### config.mk
export PLATFORM = sky130hd
export DESIGN_NAME = uart_rx
export DESIGN_NICKNAME = d
export VERILOG_FILES = /design/src/rtl/uart_rx.sv
export SDC_FILE = /design/constraint.sdc
export NUM_CORES = 1
export LEC_CHECK = 0
export BUFFER_PORTS_ARGS = -buffer_cell sky130_fd_sc_hd__buf_2
export CAP_MARGIN = 20
export CORE_MARGIN = 2
export CORE_UTILIZATION = 40
export CTS_CLUSTER_SIZE = 16
export DETAILED_ROUTE_END_ITERATION = 8
export PLACE_DENSITY_LB_ADDON = 0.2
export SETUP_SLACK_MARGIN = 0.05
export SKIP_CTS_REPAIR_TIMING = 1
export SKIP_LAST_GASP = 1
export SLEW_MARGIN = 5
export SYNTH_ARGS = -nofsm -noshare
export SYNTH_HDL_FRONTEND = slang
export SYNTH_SLANG_ARGS = --single-unit
export TNS_END_PERCENT = 30
### constraint.sdc
create_clock -name clk_i -period 1.99 [get_ports clk_i]
set_clock_uncertainty 0.15 [all_clocks]
set_input_delay 0.0995 -clock clk_i [delete_from_list [all_inputs] [get_ports clk_i]]
set_output_delay 0.0995 -clock clk_i [all_outputs]
set_load 0.02 [all_outputs]
### src/rtl/uart_rx.sv
// uart_rx: asynchronous serial receiver, 1 start bit, NrOfDataBits data bits LSB first,
//   optional even parity bit, 1 stop bit. Rx pin is 2-FF synchronized; every bit is
//   sampled mid-cell, floor(D/2) cycles after the detected start edge, D = ClockFrequency/BaudRate.
// Ports:
//   clk_i          system clock, rising edge
//   rst_ni         asynchronous active-low reset
//   rx_i           serial line, idle high, asynchronous to clk_i
//   data_bits_o    last good word, updated only together with data_valid_o
//   data_valid_o   one-cycle strobe, new word on data_bits_o
//   frame_error_o  one-cycle strobe, stop bit sampled low (then waits for line high)
//   parity_error_o one-cycle strobe, parity mismatch (only with UART_RX_PARITY_EN)
//   busy_o         high while the receiver is not idle
// Build option: define UART_RX_PARITY_EN to expect an even-parity bit before the stop bit.
module uart_rx #(
  parameter int ClockFrequency = 24_000_000,
  parameter int BaudRate       = 9600,
  parameter int NrOfDataBits   = 8
) (
  input  logic                    clk_i,
  input  logic                    rst_ni,
  input  logic                    rx_i,
  output logic [NrOfDataBits-1:0] data_bits_o,
  output logic                    data_valid_o,
  output logic                    frame_error_o,
`ifdef UART_RX_PARITY_EN
  output logic                    parity_error_o,
`endif
  output logic                    busy_o
);

  localparam int D  = ClockFrequency / BaudRate;
  localparam int H  = D / 2;
  localparam int CW = $clog2(D);
  localparam int IW = $clog2(NrOfDataBits);

  localparam logic [CW-1:0] CntFull = CW'(D - 1);
  localparam logic [CW-1:0] CntHalf = CW'(H - 1);
  localparam logic [IW-1:0] IdxLast = IW'(NrOfDataBits - 1);

  if (D < 4) begin : g_bad_divisor
    $error("uart_rx: ClockFrequency/BaudRate must be at least 4");
  end
  if (NrOfDataBits < 5 || NrOfDataBits > 9) begin : g_bad_width
    $error("uart_rx: NrOfDataBits must be in 5..9");
  end

  typedef enum logic [2:0] {
    S_IDLE,
    S_START,
    S_DATA,
`ifdef UART_RX_PARITY_EN
    S_PARITY,
`endif
    S_STOP,
    S_BREAK
  } state_e;

  // Synchronizer resets to the idle line level so reset release never looks like a start bit.
  logic [1:0]              sync_q;
  logic                    rxs;

  state_e                  state_q, state_d;
  logic [CW-1:0]           cnt_q, cnt_d;
  logic [IW-1:0]           idx_q, idx_d;
  logic [NrOfDataBits-1:0] shift_q, shift_d;
  // Stop-sample results are held one cycle so the strobes appear on the edge after the sample.
  logic                    pend_valid_q, pend_valid_d;
  logic                    pend_ferr_q, pend_ferr_d;
  logic                    valid_q, ferr_q, busy_q;
  logic [NrOfDataBits-1:0] data_q;
`ifdef UART_RX_PARITY_EN
  logic                    par_bad_q, par_bad_d;
  logic                    pend_perr_q, pend_perr_d;
  logic                    perr_q;
`endif

  assign rxs = sync_q[1];

  always_comb begin
    state_d      = state_q;
    cnt_d        = cnt_q;
    idx_d        = idx_q;
    shift_d      = shift_q;
    pend_valid_d = 1'b0;
    pend_ferr_d  = 1'b0;
`ifdef UART_RX_PARITY_EN
    par_bad_d    = par_bad_q;
    pend_perr_d  = 1'b0;
`endif
    case (state_q)
      S_IDLE: begin
        cnt_d = '0;
        idx_d = '0;
        if (!rxs) state_d = S_START;
      end
      S_START: begin
        // Re-check the line half a bit in; a short low pulse is treated as noise.
        if (cnt_q == CntHalf) begin
          cnt_d   = '0;
          state_d = rxs ? S_IDLE : S_DATA;
        end else begin
          cnt_d = cnt_q + 1'b1;
        end
      end
      S_DATA: begin
        if (cnt_q == CntFull) begin
          cnt_d   = '0;
          shift_d = {rxs, shift_q[NrOfDataBits-1:1]};
          if (idx_q == IdxLast) begin
`ifdef UART_RX_PARITY_EN
            state_d = S_PARITY;
`else
            state_d = S_STOP;
`endif
          end else begin
            idx_d = idx_q + 1'b1;
          end
        end else begin
          cnt_d = cnt_q + 1'b1;
        end
      end
`ifdef UART_RX_PARITY_EN
      S_PARITY: begin
        if (cnt_q == CntFull) begin
          cnt_d     = '0;
          par_bad_d = rxs ^ (^shift_q);
          state_d   = S_STOP;
        end else begin
          cnt_d = cnt_q + 1'b1;
        end
      end
`endif
      S_STOP: begin
        if (cnt_q == CntFull) begin
          cnt_d = '0;
          // A low stop bit wins over a parity mismatch.
          if (!rxs) begin
            pend_ferr_d = 1'b1;
            state_d     = S_BREAK;
`ifdef UART_RX_PARITY_EN
          end else if (par_bad_q) begin
            pend_perr_d = 1'b1;
            state_d     = S_IDLE;
`endif
          end else begin
            pend_valid_d = 1'b1;
            state_d      = S_IDLE;
          end
        end else begin
          cnt_d = cnt_q + 1'b1;
        end
      end
      S_BREAK: begin
        // Wait out a held-low line so it produces a single frame error.
        if (rxs) state_d = S_IDLE;
      end
      default: state_d = S_IDLE;
    endcase
  end

  always_ff @(posedge clk_i or negedge rst_ni) begin
    if (!rst_ni) begin
      sync_q       <= 2'b11;
      state_q      <= S_IDLE;
      cnt_q        <= '0;
      idx_q        <= '0;
      shift_q      <= '0;
      pend_valid_q <= 1'b0;
      pend_ferr_q  <= 1'b0;
      valid_q      <= 1'b0;
      ferr_q       <= 1'b0;
      busy_q       <= 1'b0;
      data_q       <= '0;
`ifdef UART_RX_PARITY_EN
      par_bad_q    <= 1'b0;
      pend_perr_q  <= 1'b0;
      perr_q       <= 1'b0;
`endif
    end else begin
      sync_q       <= {sync_q[0], rx_i};
      state_q      <= state_d;
      cnt_q        <= cnt_d;
      idx_q        <= idx_d;
      shift_q      <= shift_d;
      pend_valid_q <= pend_valid_d;
      pend_ferr_q  <= pend_ferr_d;
      valid_q      <= pend_valid_q;
      ferr_q       <= pend_ferr_q;
      // Registered from the current state: drops on the same edge the strobe rises.
      busy_q       <= (state_q != S_IDLE);
      if (pend_valid_q) data_q <= shift_q;
`ifdef UART_RX_PARITY_EN
      par_bad_q    <= par_bad_d;
      pend_perr_q  <= pend_perr_d;
      perr_q       <= pend_perr_q;
`endif
    end
  end

  assign data_bits_o   = data_q;
  assign data_valid_o  = valid_q;
  assign frame_error_o = ferr_q;
  assign busy_o        = busy_q;
`ifdef UART_RX_PARITY_EN
  assign parity_error_o = perr_q;
`endif

endmodule

; ---- Word-level counts from Yosys, hierarchy flattened
; Cells that the tools add are included.
[word_totals]
reg_bits = 41
elab_cells = 56
in_bits = 3
output_inout_bits = 11
[classes]
n_eq_ne = 14
n_reduce_logical = 8
n_addsub = 2
mux = 21
[op_table]
columns = op, n
row1 = $pmux W12 S3, 1
row2 = $mux W3, 9
row3 = $mux W12, 2
row4 = $pmux W3 S5, 1
row5 = $ne A2 B2 Y1 const B, 7
row6 = $add A12 B1 Y12 const B, 1
row7 = $eq A12 B11 Y1 const B, 1
row8 = $eq A12 B12 Y1 const B, 1
row9 = $eq A3 B2 Y1 const B, 2
row10 = $eq A3 B3 Y1 const B, 2
row11 = $mux W1, 6
row12 = $pmux W3 S2, 1
row13 = $reduce_and A6 Y1, 1
row14 = $reduce_bool A3 Y1, 2
row15 = $add A3 B1 Y3 const B, 1
row16 = $eq A3 B1 Y1 const B, 1
row17 = $logic_not A3 Y1, 1
row18 = $reduce_and A3 Y1, 1
row19 = $mux W2, 1
row20 = $reduce_and A2 Y1, 1
row21 = $reduce_bool A2 Y1, 1
row22 = $reduce_or A2 Y1, 1

; ---- Logic depth before layout (Yosys ltp)
; Gate-level depths: netlist of run 1.
[depth]
ltp_word = 4
depth_mapped = 6
ltp_nobuf = 6

; ---- Least setup slack after synthesis of run 1
; Ideal clock, no wire load.
[synth_path]
path_type = register -> register
startpoint = register cnt_q[0]
endpoint = register cnt_q[10]
slack_ps = -26
stages_incl_launch_ff = 7
synth_period_minus_slack_ps = 2016
t_arrival_ps = 1770
setup_time_ps = 95
required_ps = 1745
path_buffers = 0
path_cell_list = dfrtp_1 ha_1 and4bb_2 nand4_4 a22oi_2 or3_4 o31ai_1
[synth_between]
elab_chain_len = 3
word_cells_on_any_way = 6
classes_between = 1 x add/sub / 2 x eq/ne / 3 x mux
[synth_lines]
columns = item, line_no
row1 = "start, declared", 63  ; logic [CW-1:0] cnt_q, cnt_d;
row2 = "start signal, assigned", 182  ; cnt_q <= cnt_d;
row3 = "$add A12 B1 Y12, or another cell as far along", "102, 119, 150"
row4 = $mux W12 (on tied branches), "106, 134, 98"
row5 = $pmux W12 S3 (*), 90  ; case (state_q)
; Every way passes the cells marked *; elsewhere a longest branch is shown, timed or not.
; A chain may end at the register's enable or synchronous reset.

; ---- Final worst setup path of run 1
[layout_path]
startpoint = register cnt_q[1]
endpoint = register cnt_q[8]
; Same word-level chain as after synthesis.

==> summary.log, run 1 <==
qor: sta.unrepaired_setup_endpoints_after_global_routing true
qor: power_and_ir_drop.static-leakage-power 1.08 nW
qor: route.postRouteAntennaNets 0
qor: finish.antenna-diode-count 0
qor: setup_path.critPathLaunchType flop
qor: sta.fin_crit 2.01 ns
qor: finish.final_core_utilization 50.8%
qor: sta.worst_slew_pin_slew 0.616 ns
qor: sta.post-route-worst-setup-slack -0.0182 ns
qor: sta.fin_crit_sh 101%
qor: floorplan.num_rows 24
qor: power_and_ir_drop.power.internal 1.10 mW
qor: setup_path.cell_by_cell_trace_of_the_critical_path ha_2, and4bb_2, nand4_4, a22oi_2, buf_6, or3_4, o31ai_4
qor: global_routing.gr-total-overflow 0
qor: finish.finalNetCount 191
qor: place.detailedPlacementHpwl 2.31 mm
qor: setup_path.critical_path_rt 2.05 ns
qor: floorplan.initial_core_utilization 41.8%
qor: global_routing.antenna_found_initial 0
qor: cts.cts_root_buffer clkbuf_8
qor: finish.synthToLayoutAreaGrowth 21.7%
qor: setup_path.cp_slowest_stage_delay 0.39 ns
qor: cts.cts.sink_count 41
qor: synth.synthDistinctLibCells 37
qor: global_routing.number_of_global_route_vias_before_repair 1,228
qor: global_routing.grt_max_degree 29
qor: power_and_ir_drop.power.density_cell_area 639 nW/um^2
qor: floorplan.core-area 4380 um^2
qor: route.postRouteWirelength 3.32 mm
qor: synth.postSynthNetCount 157
qor: hold_path.hold_class in2async
qor: finish.final_cell_count_no_fill 237
qor: power_and_ir_drop.power_frac_seq 58.9%
qor: run.cap_violations 0
qor: power_and_ir_drop.sw_frac_of_total 23.0%
qor: place.place.detailed.instances 224
qor: sta.setup_viols_final 1
qor: route.detailroute.via_count 1,275
qor: synth.synthesis.area 1830 um^2
qor: route.route.detailed.drc 0
qor: route.wire_per_inst 14.0 um
qor: sta.maximum_clock_frequency 0.498 GHz
qor: floorplan.chipHeight 71.7 um
qor: synth.synth_enable_flop_cells 0
qor: synth.ys_ff_latch 41
qor: synth.synth_cells 150
qor: finish.final_cell_mix 38 x dfrtp_1, 15 x mux2_2, 14 x buf_4, 13 x buf_2, 12 x nand2_1
qor: floorplan.boundaryPins 14
qor: finish.layout_cells_sized_above_1 37.3%
qor: power_and_ir_drop.peakVddDrop 0.380 mV
qor: route.detail_route.first_pass.iterations 4
qor: sta.slew_viol_final 0
qor: synth.syn_avg_cell_area 12.2 um^2
qor: cts.htree_levels 2
qor: route.viasPerCell 5.38
qor: route.dr.first_iter.drc_count 39
qor: synth.share_of_the_yosys_chip_area_belonging_to_registers 56.2%
qor: power_and_ir_drop.power.switching 327 uW
qor: setup_path.cp_num_buf_inv 1
qor: cts.skew_pair_late_insertion_delay 0.30 ns
qor: finish.layout_commonest_cell dfrtp_1
qor: power_and_ir_drop.power_frac_clock 39.4%
qor: setup_path.criticalPathCategory reg2reg
qor: outcome.violations negative setup slack
qor: power_and_ir_drop.p_comb_share 1.7%
qor: synth.async_reset_ff_share 100%
qor: place.gp_routability_congestion 0.850
qor: setup_path.arrival 2.06 ns
qor: sta.final_hold_viol_count 0
qor: global_routing.global_route_wire_length_before_repair 5.71 mm
qor: global_routing.track_usage 14.5%
qor: cts.tritoncts built
qor: floorplan.die-area 5130 um^2
qor: place.io_buffer_count 13
qor: cts.numCtsBuffers 5
qor: cts.cts_buffer_depth 2
qor: sta.worst_slew_margin_rel 58.9%
qor: setup_path.cpMaxStageDelayCell dfrtp_1
qor: setup_path.critPathMaxFanout 7
qor: synth.yosys_warnings 0
qor: synth.synth_top_flop_cell dfrtp_1
qor: floorplan.die_width 71.7 um
qor: setup_path.cp_delay_by_family_top simple AND/OR/NAND/NOR gates
qor: cts.path_clk_slew 0.09 ns
qor: outcome.status finished with violations
qor: setup_path.critPathCaptureType flop
-- cell type report --
| type | count | area (um^2) |
|---|---|---|
| clock buffer | 5 | 68.8 |
| multi-input combinational | 99 | 795 |
| timing repair buffer | 31 | 221 |
| tap | 52 | 65.1 |
| clock inverter | 3 | 25.0 |
| fill | 408 | 2160 |
| sequential | 41 | 1030 |
| inverter | 6 | 22.5 |
-- cells by family after synthesis --
group                      synth area share [%]
adders and majority gates                  2.73
xor gates and xnor gates                   1.91
AOI/OAI and AO/OA                          8.00
muxes                                      10.9
DFF                                        56.2
and+or+nand+nor                            18.1
buffers and inverters                      2.12
-- routing by layer --
metal,wire length [um],up-vias,GRT usage [%]
li1,-,604,-
met1,1500,639,17.8
met2,1610,23,23.4
met3,125,9,4.78
met4,73,0,6.71
met5,0,-,0
-- path summary, 6_finish.rpt --
| kind | from | cells after the start | slack (ns) | to |
|---|---|---|---|---|
| worst max register to register | cnt_q[1] | 7 | -0.02 | cnt_q[8] |
| min in group clk_i | pend_ferr_q | 0 | 0.21 | frame_error_o |
| worst min-delay path | rst_ni | 2 | 0.20 | shift_q[0] |
| worst min register to register | pend_ferr_q | 0 | 0.21 | frame_error_o |
| worst max-delay path | cnt_q[1] | 7 | -0.02 | cnt_q[8] |
| max in group asynchronous | rst_ni | 3 | 0.93 | shift_q[5] |
-- state kept, by name (all words and copies together), names as in the netlist --
name	count
busy_o	1
cnt_q	12
data_bits_o	8
data_valid_o	1
frame_error_o	1
idx_q	3
pend_ferr_q	1
pend_valid_q	1
shift_q	8
state_q	3
sync_q	2
-- cell usage after synthesis (2+ instances only) --
master | n | area [um^2]
dfrtp_1 | 39 | 976
mux2_2 | 15 | 169
nand2_1 | 12 | 45.0
nand3_1 | 10 | 50.1
nor2_1 | 9 | 33.8
o21ai_0 | 7 | 35.0
inv_1 | 6 | 22.5
a21oi_1 | 5 | 25.0
ha_1 | 4 | 50.1
or4_1 | 4 | 30.0
clkbuf_1 | 3 | 11.3
o31ai_1 | 3 | 22.5
xor2_1 | 3 | 26.3
a21o_1 | 2 | 15.0
dfstp_2 | 2 | 52.6
mux2i_1 | 2 | 20.0
nor3_1 | 2 | 10.0
nor4_4 | 2 | 42.5
o2bb2a_1 | 2 | 20.0
-- power groups by stage --
| stage | Clock, mW | Sequential (mW) | Combinational, mW |
|---|---|---|---|
| 2_1_floorplan | 0 | 0.854 | 0.000965 |
| 4_1_cts | 0.589 | 0.838 | 0.0229 |
| 6_report | 0.561 | 0.838 | 0.0247 |
| 3_5_place_dp | 0 | 0.854 | 0.0229 |
| 5_1_grt | 0.616 | 0.838 | 0.0293 |
| 3_3_place_gp | 0 | 0.854 | 0.0220 |
-- metrics by stage --
step,hold slack (ns),setup WS (ns),cell area [um^2],TNS (ns),power (mW)
2_1_floorplan,-0.346,0.0624,1830,0,0.855
3_3_place_gp,-0.0211,0.0616,2060,0,0.876
3_5_place_dp,-0.00623,-0.0340,2060,-0.0619,0.877
4_1_cts,-0.342,-0.102,2150,-0.133,1.45
5_1_grt,0.217,-0.108,2230,-1.04,1.48
6_report,0.196,-0.0182,2230,-0.0182,1.42
No activity file was read; power rests on OpenSTA's default activity.
==> inputs of run 2 (changes only) <==
--- a/config.mk
+++ b/config.mk
@@ -19,4 +19,4 @@
 export SYNTH_ARGS = -nofsm -noshare
 export SYNTH_HDL_FRONTEND = slang
 export SYNTH_SLANG_ARGS = --single-unit
-export TNS_END_PERCENT = 30
+export TNS_END_PERCENT = 5
==> run 2 against run 1 <==
  * The flow still finishes with violations (negative setup slack)
  * Critical path depth stayed put
  * Total power about the same
  * Clock-buffer cell count unchanged
  * Die area did not move
  * Final area down 0.51%
  * Sequential power hardly changed
  * Worst setup slack worse by 0.0019 ns
  * Combinational power hardly changed
  * Final cell count unchanged
  * Largest cell class unchanged
  * Hold slack improved by 0.0028 ns
  * Critical endpoint unchanged
  * Maximum frequency hardly changed
  * Critical path type unchanged
==> summary.log, run 2 (synthesis results as in run 1) <==
qor: cts.cts_buffer_depth 2 [unchanged]
qor: floorplan.chipHeight 71.7 um [unchanged]
qor: setup_path.critPathCaptureType flop
qor: place.io_buffer_count 13 [unchanged]
qor: route.postRouteAntennaNets 0 [unchanged]
qor: cts.cts.sink_count 41 [unchanged]
qor: sta.setup_viols_final 1 [unchanged]
qor: floorplan.initial_core_utilization 41.8% [unchanged]
qor: power_and_ir_drop.sw_frac_of_total 23.0% [-0.044 points]
qor: route.detailroute.via_count 1,278 [+0.24%]
qor: place.place.detailed.instances 224 [unchanged]
qor: outcome.status finished with violations
qor: floorplan.boundaryPins 14 [unchanged]
qor: route.wire_per_inst 14.0 um [+0.21%]
qor: cts.path_clk_slew 0.08 ns [about the same]
qor: global_routing.grt-busiest-layer met2
qor: finish.antenna-diode-count 0 [unchanged]
qor: sta.worst_slew_margin_rel 58.9% [about the same]
qor: setup_path.cell_by_cell_trace_of_the_critical_path ha_2, and4bb_2, nand4_4, a22oi_2, buf_6, or3_4, o31ai_4
qor: sta.maximum_clock_frequency 0.497 GHz [about the same]
qor: finish.layout_cells_sized_above_1 35.7% [-1.6 points]
qor: place.placement.setup.worst_slack -0.0340 ns [unchanged]
qor: power_and_ir_drop.static-leakage-power 1.08 nW [-0.14%]
qor: global_routing.met2_use_gr 23.4% [unchanged]
qor: floorplan.die-area 5130 um^2 [unchanged]
qor: cts.numCtsBuffers 5 [unchanged]
qor: global_routing.grt.met3_usage 4.78% [unchanged]
qor: hold_path.hold_class in2async
qor: finish.final_cell_count_no_fill 237 [unchanged]
qor: power_and_ir_drop.power.density_cell_area 642 nW/um^2 [+0.45%]
qor: setup_path.criticalPathCategory reg2reg
qor: outcome.violations negative setup slack
qor: global_routing.global_route_wire_length_before_repair 5.71 mm [unchanged]
qor: power_and_ir_drop.power_frac_clock 39.4% [about the same]
qor: cts.htree_levels 2 [unchanged]
qor: finish.layout_commonest_cell dfrtp_1
qor: finish.layout.cell_area.non_filler 2220 um^2 [-0.51%]
qor: floorplan.die_width 71.7 um [unchanged]
qor: global_routing.gr-total-overflow 0 [unchanged]
qor: finish.largest_register_ffs 12 [unchanged]
qor: setup_path.critical_path_rt 2.05 ns [about the same]
qor: cts.tritoncts built
qor: power_and_ir_drop.p_comb_share 1.7% [about the same]
qor: run.cap_violations 0 [unchanged]
qor: sta.fin_crit_sh 101% [about the same]
qor: global_routing.track_usage 14.5% [unchanged]
qor: sta.final_hold_viol_count 0 [unchanged]
qor: sta.fin_crit 2.01 ns [+0.00189 ns]
qor: floorplan.core-area 4380 um^2 [unchanged]
qor: setup_path.critPathLaunchType flop
qor: route.route.detailed.drc 0 [unchanged]
qor: sta.post-route-worst-setup-slack -0.0201 ns [-0.00189 ns]
qor: finish.finalNetCount 191 [unchanged]
qor: global_routing.number_of_global_route_vias_before_repair 1,228 [unchanged]
qor: setup_path.cp_slowest_stage_delay 0.40 ns [about the same]
qor: place.placed_cell_area 2060 um^2 [unchanged]
qor: setup_path.arrival 2.07 ns [about the same]
qor: place.gp_routability_congestion 0.850 [unchanged]
qor: setup_path.critPathMaxFanout 7 [unchanged]
qor: finish.largest_register cnt_q
qor: route.viasPerCell 5.39 [+0.24%]
qor: setup_path.cpMaxStageDelayCell dfrtp_1
qor: power_and_ir_drop.peakVddDrop 0.381 mV [+0.45%]
qor: finish.synthToLayoutAreaGrowth 21.1%
qor: cts.skew_pair_late_insertion_delay 0.29 ns [about the same]
qor: route.dr.first_iter.drc_count 47 [+21%]
qor: finish.final_cell_mix 39 x dfrtp_1, 15 x mux2_2, 14 x buf_4, 13 x buf_2, 12 x nand2_1
qor: route.detail_route.first_pass.iterations 4 [unchanged]
qor: cts.cts_root_buffer clkbuf_8
qor: power_and_ir_drop.power.switching 326 uW [-0.25%]
qor: route.postRouteWirelength 3.32 mm [+0.21%]
qor: power_and_ir_drop.power.internal 1.10 mW [about the same]
qor: global_routing.grtUsageMet1 17.8% [unchanged]
qor: sta.unrepaired_setup_endpoints_after_global_routing true
qor: place.detailedPlacementHpwl 2.31 mm [unchanged]
qor: sta.slew_viol_final 0 [unchanged]
qor: finish.layout.filler_cells 406 [-0.49%]
qor: floorplan.num_rows 24 [unchanged]
qor: global_routing.grt_max_degree 29 [unchanged]
qor: power_and_ir_drop.power_frac_seq 58.9% [about the same]
qor: global_routing.antenna_found_initial 0 [unchanged]
qor: sta.worst_slew_pin_slew 0.617 ns [+0.000649 ns]
## run 2: cell counts in the layout (fill, tap and decap cells not counted)
Identical to the previous run, type by type.
## run 2: layer usage
| metal | up-vias | wire, um |
|---|---|---|
| met5 | - | 0 |
| met4 | 0 | 73 |
| met3 | 9 | 124 |
| met2 | 27 | 1630 |
| met1 | 637 | 1490 |
| li1 | 605 | - |
## run 2: worst paths after layout
path / from / slack [ns] / endpoint / cells after the start
setup / recovery: cnt_q[1] / -0.02 / cnt_q[8] / 7
hold / removal: rst_ni / 0.20 / shift_q[0] / 2
setup reg to reg: cnt_q[1] / -0.02 / cnt_q[8] / 7
hold reg to reg: pend_ferr_q / 0.21 / frame_error_o / 0
max in group asynchronous: rst_ni / 0.93 / shift_q[5] / 3
min in group clk_i: pend_ferr_q / 0.21 / frame_error_o / 0
## run 2: final cells by class
class,instances,area [um^2],share of cell area (%)
inverter,6,22.5,1.02
sequential,41,1030,46.4
multi-input combinational,99,785,35.4
tap,52,65.1,2.94
timing repair buffer,31,221,9.99
clock inverter,3,25.0,1.13
clock buffer,5,68.8,3.11
## run 2: power groups by stage
| stage | combinational [mW] | clock, mW | sequential, mW |
|---|---|---|---|
| CTS | 0.0229 | 0.589 | 0.838 |
| finish | 0.0248 | 0.560 | 0.838 |
| global route | 0.0293 | 0.616 | 0.838 |
| floorplan | 0.000965 | 0 | 0.854 |
| detailed placement | 0.0229 | 0 | 0.854 |
| global placement | 0.0220 | 0 | 0.854 |
## run 2: through the flow
| stage | hold WS, ns | setup TNS [ns] | power [mW] | util, % |
|---|---|---|---|---|
| 3_5_place_dp | -0.00623 | -0.0619 | 0.877 | 46.9 |
| 2_1_floorplan | -0.346 | 0 | 0.855 | - |
| 4_1_cts | -0.342 | -0.133 | 1.45 | 49.1 |
| 3_3_place_gp | -0.0211 | 0 | 0.876 | 46.9 |
| 6_report | 0.198 | -0.0201 | 1.42 | 50.5 |
| 5_1_grt | 0.217 | -1.32 | 1.48 | 50.5 |
## run 2: critical path: cells and delay by family, from the launching register on
kind            cells  cell delay [ns]
fa+ha+maj           1             0.19
compound gates      2             0.32
flops               1             0.40
simple gates        3             0.72
buf+inv             1             0.14
==> inputs of run 3 (changes only) <==
==> constraint.sdc (replaced) <==
create_clock -name clk_i -period 1.74 [get_ports clk_i]
set_clock_uncertainty 0.15 [all_clocks]
set_input_delay 0.087 -clock clk_i [delete_from_list [all_inputs] [get_ports clk_i]]
set_output_delay 0.087 -clock clk_i [all_outputs]
set_load 0.02 [all_outputs]
==> run 3 against run 2 <==
  * The flow still finishes with violations (negative setup slack)
  * First-iteration DRC count grew 77%
  * Final cell count is 4.6% higher
  * Via count is 3.7% higher
  * Non-clock buffer count up 10
  * Die area did not move
  * Global-route usage increased by 0.86 points
  * Utilization rose by 1.8 points
  * Combinational power is 21% higher
  * Sequential share of layout area shrank 1.6 points
  * Largest power group unchanged
==> summary.log, run 3 (synthesis results as in run 1) <==
qor: sta.slew_viol_final 0 [unchanged]
qor: cts.cts.sink_count 41 [unchanged]
qor: setup_path.crit_path_start cnt_q[1]
qor: outcome.violations negative setup slack
qor: place.detailedPlacementHpwl 2.54 mm [+9.8%]
qor: place.gp_routability_congestion 0.841 [-1.0%]
qor: setup_path.crit-reg2reg-launch cnt_q[1]
qor: route.postRouteWirelength 3.45 mm [+3.8%]
qor: run.cap_violations 0 [unchanged]
qor: cts.skew_pair_late_insertion_delay 0.29 ns [about the same]
qor: finish.largest_register cnt_q
qor: global_routing.grt.met3_usage 4.36% [-0.42 points]
qor: route.route.detailed.drc 0 [unchanged]
qor: sta.maximum_clock_frequency 0.513 GHz [+3.2%]
qor: global_routing.global_route_wire_length_before_repair 6.12 mm [+7.3%]
qor: cts.cts_root_buffer clkbuf_8
qor: setup_path.critPathMaxFanout 7 [unchanged]
qor: floorplan.num_rows 24 [unchanged]
qor: global_routing.number_of_global_route_vias_before_repair 1,343 [+9.4%]
qor: cts.path_clk_slew 0.08 ns [about the same]
qor: setup_path.arrival 2.00 ns [-0.07 ns]
qor: global_routing.gr-total-overflow 0 [unchanged]
qor: route.wire_per_inst 13.9 um [-0.78%]
qor: route.detail_route.first_pass.iterations 4 [unchanged]
qor: hold_path.hold_class in2async
qor: route.dr.first_iter.drc_count 83 [+77%]
qor: setup_path.worst_case_register_to_register_setup_slack -0.21 ns [-0.19 ns]
qor: setup_path.critPathLaunchType flop
qor: finish.finalNetCount 202 [+5.8%]
qor: floorplan.initial_core_utilization 41.8% [unchanged]
qor: route.viasPerCell 5.34 [-0.92%]
qor: cts.numCtsBuffers 5 [unchanged]
qor: global_routing.track_usage 15.4% [+0.86 points]
qor: sta.fin_crit 1.95 ns [-0.0615 ns]
qor: route.postRouteAntennaNets 0 [unchanged]
qor: global_routing.antenna_found_initial 0 [unchanged]
qor: finish.synthToLayoutAreaGrowth 25.3%
qor: setup_path.critical_path_rt 1.79 ns [-0.26 ns]
qor: sta.unrepaired_setup_endpoints_after_global_routing true
qor: cts.htree_levels 2 [unchanged]
qor: outcome.status finished with violations
qor: power_and_ir_drop.power.density_cell_area 697 nW/um^2 [+8.6%]
qor: sta.setup_viols_final 26 [+25]
qor: setup_path.critPathCaptureType flop
qor: finish.layout_commonest_cell dfrtp_1
qor: place.placement.setup.worst_slack -0.305 ns [-0.271 ns]
qor: global_routing.grtUsageMet1 17.3% [-0.49 points]
qor: cts.tritoncts built
qor: floorplan.core-area 4380 um^2 [unchanged]
qor: finish.final_cell_mix 39 x dfrtp_1, 24 x buf_4, 15 x mux2_2, 13 x buf_2, 12 x nand2_1
qor: global_routing.grt-busiest-layer met2
qor: floorplan.die-area 5130 um^2 [unchanged]
qor: floorplan.die_width 71.7 um [unchanged]
qor: sta.worst_slew_margin_rel 69.9% [+11 points]
qor: sta.post-route-worst-setup-slack -0.209 ns [-0.188 ns]
qor: power_and_ir_drop.peakVddDrop 0.350 mV [-8.2%]
qor: sta.worst_slew_pin_slew 0.451 ns [-0.165 ns]
qor: finish.largest_register_ffs 12 [unchanged]
qor: floorplan.chipHeight 71.7 um [unchanged]
qor: power_and_ir_drop.static-leakage-power 1.13 nW [+5.0%]
qor: floorplan.boundaryPins 14 [unchanged]
qor: global_routing.met2_use_gr 27.4% [+4.0 points]
qor: finish.antenna-diode-count 0 [unchanged]
qor: sta.final_hold_viol_count 0 [unchanged]
qor: setup_path.criticalPathCategory reg2reg
qor: sta.fin_worst_hold_slack 0.112 ns [-0.0864 ns]
qor: sta.fin_crit_sh 112% [+11 points]
qor: global_routing.grt_max_degree 24 [-17%]
qor: route.detailroute.via_count 1,325 [+3.7%]
qor: finish.layout_cells_sized_above_1 39.3% [+3.6 points]
qor: place.io_buffer_count 13 [unchanged]
qor: cts.cts_buffer_depth 2 [unchanged]
## run 3: cell types whose count changed in the layout (fill, tap and decap cells not counted), sizes merged
| cell | previous run | this run |
|---|---|---|
| buf | 29 | 39 |
| a22oi | 1 | 2 |
| clkinv | 1 | 2 |
| inv | 7 | 6 |
## run 3: where the power goes
part | internal, mW | switching [mW] | leakage, nW | total (mW)
Combinational | 0.00937 | 0.0206 | 0.544 | 0.0299
Clock | 0.277 | 0.335 | 0.0439 | 0.611
Sequential | 0.956 | 0.00183 | 0.546 | 0.958
## run 3: final cells by class
class	instances	area [um^2]
fillers	400	2090
flip-flops and latches	41	1030
multi-input cells	100	786
repair buffers	41	305
clock buffers	5	68.8
well taps	52	65.1
inverters	6	22.5
clock inverters	3	17.5
## run 3: metrics by stage
stage	power (mW)	instances	cell area [um^2]	utilization [%]	setup TNS (ns)
after floorplan	0.978	150	1830	-	-2.91
after global placement	1.00	237	2170	49.4	-3.16
after detailed placement	1.01	237	2170	49.4	-4.29
after CTS	1.62	245	2250	51.4	-4.53
after global routing	1.67	248	2290	52.3	-6.01
final	1.60	248	2290	52.3	-3.44
## run 3: worst paths after layout
path,end,depth (start not counted)
max,cnt_q[10],6
min,pend_valid_q,2
max reg2reg,cnt_q[10],6
min reg2reg,frame_error_o,0
max in group asynchronous,cnt_q[6],3
min in group clk_i,frame_error_o,0
## run 3: worst max-delay path: stages (launching register included)
cell	delay (ns)
dfrtp_1	0.39
ha_2	0.19
and4bb_2	0.25
nand4_4	0.12
a22oi_2	0.14
or3_4	0.42
o31ai_1	0.20
## run 3: metal layers
metal / vias up / routed length, um
met1: 668 / 1470
li1: 632 / -
met5: - / 0
met2: 18 / 1790
met4: 0 / 79
met3: 7 / 114
